File: config.mk
export PLATFORM = sky130hd
export DESIGN_NAME = spi_master_ctrl
export DESIGN_NICKNAME = d
export VERILOG_FILES = /design/src/rtl/spi_master_ctrl.sv
export SDC_FILE = /design/constraint.sdc
export NUM_CORES = 1
export LEC_CHECK = 0
export BUFFER_PORTS_ARGS = -buffer_cell sky130_fd_sc_hd__buf_2
export CORE_MARGIN = 2
export CORE_UTILIZATION = 50
export CTS_CLUSTER_SIZE = 8
export DETAILED_ROUTE_END_ITERATION = 7
export PLACE_DENSITY = 0.76
export SYNTH_ARGS = -nofsm -noshare
export SYNTH_HDL_FRONTEND = slang
export SYNTH_SLANG_ARGS = --single-unit
File: constraint.sdc
create_clock -name clk_i -period 2.7 [get_ports clk_i]
set_input_delay 0.135 -clock clk_i [delete_from_list [all_inputs] [get_ports clk_i]]
set_output_delay 0.135 -clock clk_i [all_outputs]
set_load 0.05 [all_outputs]
File: src/rtl/spi_master_ctrl.sv
// SPI master transfer sequencer: one command in, one full-duplex MSB-first transfer on the pins,
// one response out. Supports all four CPOL/CPHA modes and a programmable sclk divider.
module spi_master_ctrl #(
  parameter int DATA_WIDTH = 32,
  parameter int DIV_WIDTH  = 8,
  localparam int LW        = $clog2(DATA_WIDTH)
) (
  input  logic                  clk_i,
  input  logic                  rst_i,
  input  logic                  cfg_cpol_i,
  input  logic                  cfg_cpha_i,
  input  logic [DIV_WIDTH-1:0]  cfg_div_i,
  input  logic [DATA_WIDTH-1:0] cmd_data_i,
  input  logic [LW-1:0]         cmd_len_i,
  input  logic                  cmd_vld_i,
  output logic                  cmd_rdy_o,
  output logic [DATA_WIDTH-1:0] rsp_data_o,
  output logic                  rsp_vld_o,
  input  logic                  rsp_rdy_i,
  output logic                  busy_o,
  output logic                  sclk_o,
  output logic                  cs_n_o,
  output logic                  mosi_o,
  input  logic                  miso_i
);

  // Both ports use valid/ready: a beat transfers on the clk_i edge where valid && ready are both
  // high; valid, once raised, holds its payload stable until that edge.

  localparam int EW = LW + 2;  // sclk edge counter must reach 2*DATA_WIDTH

  typedef enum logic [1:0] {IDLE, SHIFT, HOLD, RESP} state_t;

  state_t                state_q, state_d;
  logic [DIV_WIDTH-1:0]  cnt_q, cnt_d;
  logic [DIV_WIDTH-1:0]  div_q, div_d;
  logic [EW-1:0]         edge_q, edge_d;
  logic [LW-1:0]         len_q, len_d;
  logic                  cpha_q, cpha_d;
  logic [DATA_WIDTH-1:0] tx_q, tx_d;
  logic [DATA_WIDTH-1:0] rx_q, rx_d;
  logic [DATA_WIDTH-1:0] rsp_data_q, rsp_data_d;
  logic                  rsp_vld_q, rsp_vld_d;
  logic                  busy_q, busy_d;
  logic                  cmd_rdy_q, cmd_rdy_d;
  logic                  sclk_q, sclk_d;
  logic                  cs_n_q, cs_n_d;

  logic                  tick;
  logic [EW-1:0]         edge_k;
  logic [EW-1:0]         two_n;
  logic                  capture;
  logic                  advance;

  assign tick    = (cnt_q == div_q);
  assign edge_k  = edge_q + 1'b1;
  assign two_n   = {1'b0, len_q, 1'b0} + EW'(2);
  // Odd edges are leading; cpha selects whether the leading or trailing edge samples.
  assign capture = edge_k[0] ^ cpha_q;
  assign advance = (edge_k[0] == cpha_q) && (edge_k != EW'(1)) && (edge_k != two_n);

  always_comb begin
    state_d    = state_q;
    cnt_d      = cnt_q;
    div_d      = div_q;
    edge_d     = edge_q;
    len_d      = len_q;
    cpha_d     = cpha_q;
    tx_d       = tx_q;
    rx_d       = rx_q;
    rsp_data_d = rsp_data_q;
    rsp_vld_d  = rsp_vld_q;
    busy_d     = busy_q;
    sclk_d     = sclk_q;
    cs_n_d     = cs_n_q;
    case (state_q)
      IDLE: begin
        sclk_d = cfg_cpol_i;
        cs_n_d = 1'b1;
        tx_d   = '0;
        if (cmd_vld_i && cmd_rdy_q) begin
          len_d   = cmd_len_i;
          cpha_d  = cfg_cpha_i;
          div_d   = cfg_div_i;
          cnt_d   = '0;
          edge_d  = '0;
          rx_d    = '0;
          // Left-align so bit N-1 sits in the MSB, which drives mosi_o directly.
          tx_d    = cmd_data_i << ~cmd_len_i;
          cs_n_d  = 1'b0;
          busy_d  = 1'b1;
          state_d = SHIFT;
        end
      end
      SHIFT: begin
        if (tick) begin
          cnt_d  = '0;
          sclk_d = ~sclk_q;
          edge_d = edge_k;
          if (capture) rx_d = {rx_q[DATA_WIDTH-2:0], miso_i};
          if (advance) tx_d = {tx_q[DATA_WIDTH-2:0], 1'b0};
          if (edge_k == two_n) state_d = HOLD;
        end else begin
          cnt_d = cnt_q + 1'b1;
        end
      end
      HOLD: begin
        if (tick) begin
          cnt_d      = '0;
          tx_d       = '0;
          cs_n_d     = 1'b1;
          rsp_vld_d  = 1'b1;
          rsp_data_d = rx_q;
          state_d    = RESP;
        end else begin
          cnt_d = cnt_q + 1'b1;
        end
      end
      RESP: begin
        if (rsp_rdy_i) begin
          rsp_vld_d = 1'b0;
          busy_d    = 1'b0;
          state_d   = IDLE;
        end
      end
      default: state_d = IDLE;
    endcase
    cmd_rdy_d = (state_d == IDLE) && !rsp_vld_d;
  end

  always_ff @(posedge clk_i) begin
    if (rst_i) begin
      state_q    <= IDLE;
      cnt_q      <= '0;
      div_q      <= '0;
      edge_q     <= '0;
      len_q      <= '0;
      cpha_q     <= 1'b0;
      tx_q       <= '0;
      rx_q       <= '0;
      rsp_data_q <= '0;
      rsp_vld_q  <= 1'b0;
      busy_q     <= 1'b0;
      cmd_rdy_q  <= 1'b1;
      sclk_q     <= 1'b0;
      cs_n_q     <= 1'b1;
    end else begin
      state_q    <= state_d;
      cnt_q      <= cnt_d;
      div_q      <= div_d;
      edge_q     <= edge_d;
      len_q      <= len_d;
      cpha_q     <= cpha_d;
      tx_q       <= tx_d;
      rx_q       <= rx_d;
      rsp_data_q <= rsp_data_d;
      rsp_vld_q  <= rsp_vld_d;
      busy_q     <= busy_d;
      cmd_rdy_q  <= cmd_rdy_d;
      sclk_q     <= sclk_d;
      cs_n_q     <= cs_n_d;
    end
  end

  assign cmd_rdy_o  = cmd_rdy_q;
  assign rsp_data_o = rsp_data_q;
  assign rsp_vld_o  = rsp_vld_q;
  assign busy_o     = busy_q;
  assign sclk_o     = sclk_q;
  assign cs_n_o     = cs_n_q;
  assign mosi_o     = tx_q[DATA_WIDTH-1];

endmodule

==> reports/summary.md <==
The run finished with clean final reports. The hold violation count in the final report was 0; the maximum fanout encountered on the critical timing path was 32. The routability congestion estimate was 0.8948. After synthesis, the cell types taking the most area are sky130_fd_sc_hd__dfxtp_1 34%, sky130_fd_sc_hd__mux4_2 9.9%, sky130_fd_sc_hd__a21oi_1 8.9%, sky130_fd_sc_hd__nand2_1 7.1%, sky130_fd_sc_hd__mux2i_1 4.5%. The max capacitance violation total is 0.

Setup repair after global routing left no endpoint under its margin. During placement, the flow inserted port buffers numbering 89. For the worst voltage drop across the vdd grid, the log shows 0.0006219 V. Dividing the detail-routed wire length by the instance count gives 16.63 microns.

Using the TritonRoute via totals, the vias-per-cell ratio works out to 6.123. Following the worst setup path forward leads to its endpoint at tx_q[16]$_SDFFE_PP0P_. The tree is rooted in a sky130_fd_sc_hd__clkbuf_16. The tools report the endpoint of the worst-slack reg-to-reg timing path as tx_q[16]$_SDFFE_PP0P_.

The logs give 4 for the CTS H-tree depth and 31.86 mm for the wire length of the first global-routing pass. In the final timing run, aggregate negative setup slack is 0 ns. Averaged over all synthesized cells, the footprint is 8.571 sq um.

Power spread over the standard cell area amounts to 809.7 nW/um^2. In this run the static leakage power is 3.320 nW. The setup check on the worst reg-to-reg path leaves a slack of 0.17 ns. The net total in the final layout was 1027; the post-synthesis async set-or-reset flop share was 0%. Measured along the y axis, the die boundary spans 128.3 microns. The max-slew headroom at the worst pin is 53.97%. TritonCTS built the clock tree. The share of cells above drive strength 1 came out at 23.80%. For the number of endpoints failing setup at the final stage, the log shows 0. In this run, synthesis inferred 0 flip-flops with an integrated enable. 90 I/O pins were placed. Counting distinct cell types in the post-synthesis netlist gives 59. The tools report the global-route total usage across every layer as 23.70%. The later pin in the worst-skew pair is clocked with a latency of 0.42 ns.

The post-route clock period utilization works out to 93.65%. The startpoint of the lowest-slack register-to-register path was edge_q[0]$_SDFFE_PP0P_. For this run, the leading register cell type out of synthesis is sky130_fd_sc_hd__dfxtp_1.

The routed layout has 7145 vias. Startpoint type of the worst setup path: a register. The required time at the endpoint of the critical path was 3.02 ns.

After technology mapping, the gate count stands at 902. Buffers inserted during clock tree synthesis total 17. In the routed design, unresolved DRC markers number 0. Summing every instance area after synthesis gives 7731 sq um.

The routed design has 19.41 mm of wire. By count the netlist is led by 147 x sky130_fd_sc_hd__nand2_1, 137 x sky130_fd_sc_hd__a21oi_1, 132 x sky130_fd_sc_hd__dfxtp_1, 59 x sky130_fd_sc_hd__clkbuf_1, 50 x sky130_fd_sc_hd__o21ai_0. Measured along the x axis, the die boundary spans 128.3 microns. The yosys synthesis warning count came out at 0. The tools report the startpoint of the most critical setup path as edge_q[0]$_SDFFE_PP0P_. The die area came out at 16470 sq um. The logs give 15150 sq um for the core area and 13.17 mm for the detailed-placement wirelength estimate. Maximum number of pins on one net before global-route repair: 65.

The path class of the tightest hold or removal check is in -> reg. Timing would allow up to 395.5 MHz. After floorplanning, the core was divided into 45 placement rows.

The tools report the start point of the worst hold path as cfg_cpol_i. Initial antenna violation count: 0. Once the floorplan was initialized, standard cells occupied 51.05% of the core. The biggest area contributor in the post-synthesis netlist is sky130_fd_sc_hd__dfxtp_1.

Summing the sequential cell areas from Yosys gives 34.18% of the chip area. The number of nets in the synthesized netlist is 963. The clock transition at the registers of the reported paths is 0.06 ns, and the number of DRC markers after the initial detailed-route iteration is 797. The synthesized design contains 132 register bits. The critical path is of the reg -> reg type. The tree built by TritonCTS fans out to 132 sinks. The logs give 0 for the count of pins over their slew limit and 6 for the number of iterations in the first detailed-routing pass. The top cell type by area accounts for 34.18% of the synthesized area.

The number of antenna diodes in the final layout is 0. STA classifies the critical path endpoint as a register. The worst endpoint data arrival time was 2.85 ns; the number of cells on the worst reg-to-reg path was 9. After global routing the overflow that remains totals 0. The via count of the first global-routing pass was 6550.

The longest clock path from root to sink contains 2 buffers. Most frequent cell after synthesis: sky130_fd_sc_hd__nand2_1. Between clock sinks in the finished design, the worst skew comes to 0.006697 ns. Across all hold checks on the routed design, the worst slack comes to 0.1383 ns. The smallest clock period supported by the final layout is computed as 2.529 ns. The tools report the antenna violation net count after detailed routing as 0. Relative to the synthesized area, the layout overhead comes to 16.96%. At the pin with the least slew margin, the transition time is 0.6885 ns. The filler cells instantiated in the layout total 1306.
-- critical path, stage by stage (launching register included) --
cell                       delay (ns)
sky130_fd_sc_hd__dfxtp_1         0.43
sky130_fd_sc_hd__ha_1            0.23
sky130_fd_sc_hd__nand3_2         0.11
sky130_fd_sc_hd__nor2_2          0.19
sky130_fd_sc_hd__xor2_1          0.11
sky130_fd_sc_hd__or3_1           0.40
sky130_fd_sc_hd__a211o_1         0.32
sky130_fd_sc_hd__and2_1          0.15
sky130_fd_sc_hd__buf_6           0.22
sky130_fd_sc_hd__a311oi_1        0.27
-- kinds of logic (layout without fill, tap and decap cells) --
family	Yosys count	in the layout	share of synthesized area [%]
AOI/OAI and AO/OA	280	280	23.37
and+or+nand+nor	278	278	16.01
DFF	132	132	34.18
buffers and inverters	93	170	5.260
muxes	80	80	16.04
xor gates and xnor gates	30	30	3.690
adders and majority gates	9	9	1.457
-- area by class of cell --
cell class / instances / area [sq um] / area share [%]
repair buffers: 129 / 792.0 / 8.759
clock inverters: 11 / 173.9 / 1.923
flip-flops and latches: 132 / 2643 / 29.22
clock buffers: 21 / 470.5 / 5.203
multi-input cells: 677 / 4695 / 51.92
well taps: 188 / 235.2 / 2.601
inverters: 9 / 33.78 / 0.3736
-- report_power, final --
group / total, mW / internal (mW) / leakage (nW) / switching [mW]
clock network: 2.48 / 1.62 / 0.306 / 0.855
logic: 2.47 / 0.839 / 1.94 / 1.63
registers: 2.38 / 2.20 / 1.07 / 0.182
-- sequential cells by signal, indices dropped and copies added (netlist names) --
signal	cells
busy_o	1
cmd_rdy_o	1
cnt_q	8
cpha_q	1
cs_n_o	1
div_q	8
edge_q	7
len_q	5
rsp_data_o	32
rsp_vld_o	1
rx_q	32
sclk_o	1
state_q	2
tx_q	32
-- worst min-delay path by stage --
stage                                       end  cells after the start  slack (ns)
after floorplan           len_q[4]$_SDFFE_PP0P_                      2        0.27
after global placement    div_q[0]$_SDFFE_PP0P_                      3        0.38
after detailed placement  div_q[2]$_SDFFE_PP0P_                      3        0.39
after CTS                   sclk_o$_SDFFE_PP0P_                      5        0.13
after global routing       rsp_vld_o$_SDFF_PP0_                      4        0.17
final                       sclk_o$_SDFFE_PP0P_                      5        0.14
-- routing by layer --
layer / GRT usage (%) / wire length, microns / vias up
li1: - / - / 3423
met1: 31.92 / 8495 / 3411
met2: 38.02 / 9324 / 271
met3: 3.950 / 1093 / 40
met4: 9.955 / 499 / 0
met5: 0 / 0 / -
-- layout by cell type (no fill, tap or decap), drive strengths merged, types with 3 or more instances in the layout --
master,netlist,routed
nand2b,3,3
mux4,34,34
a21oi,137,137
clkinvlp,0,3
clkinv,1,4
a22oi,11,11
xnor2,20,20
nor2b,8,8
a221oi,4,4
dlygate4sd3,0,11
clkbuf,59,21
nor3,5,5
o211ai,10,10
bufinv,0,4
and2,6,6
inv,8,9
nand4,6,6
o21ai,52,52
mux2i,35,35
nand2,147,147
a211oi,30,30
a222oi,6,6
dfxtp,132,132
o22ai,4,4
xor2,9,9
ha,9,9
nand3,44,44
a311oi,10,10
a31oi,6,6
and3,3,3
mux2,11,11
nor2,46,46
buf,25,118
-- per-stage QoR --
stage | std cells | util, % | worst slack [ns] | power [mW] | area [sq um]
2_1_floorplan | 902 | - | 0.2495 | 4.259 | 7731
4_1_cts | 1167 | 59.68 | 0.09802 | 7.307 | 9039
6_report | 1167 | 59.70 | 0.1715 | 7.322 | 9042
5_1_grt | 1167 | 59.70 | 0.01495 | 7.687 | 9042
3_5_place_dp | 1124 | 54.70 | 0.1231 | 4.807 | 8284
3_3_place_gp | 1124 | 54.70 | 0.2452 | 4.770 | 8284
-- what timing repair did --
action                                 4_1_cts  5_1_grt
gates resized for setup                      0        1
endpoints found under the hold margin       11        0
setup endpoints to repair                    0       11
hold buffers                                11        0
buffers inserted                             0        0
Note: power is estimated with default switching activity, not from simulation.
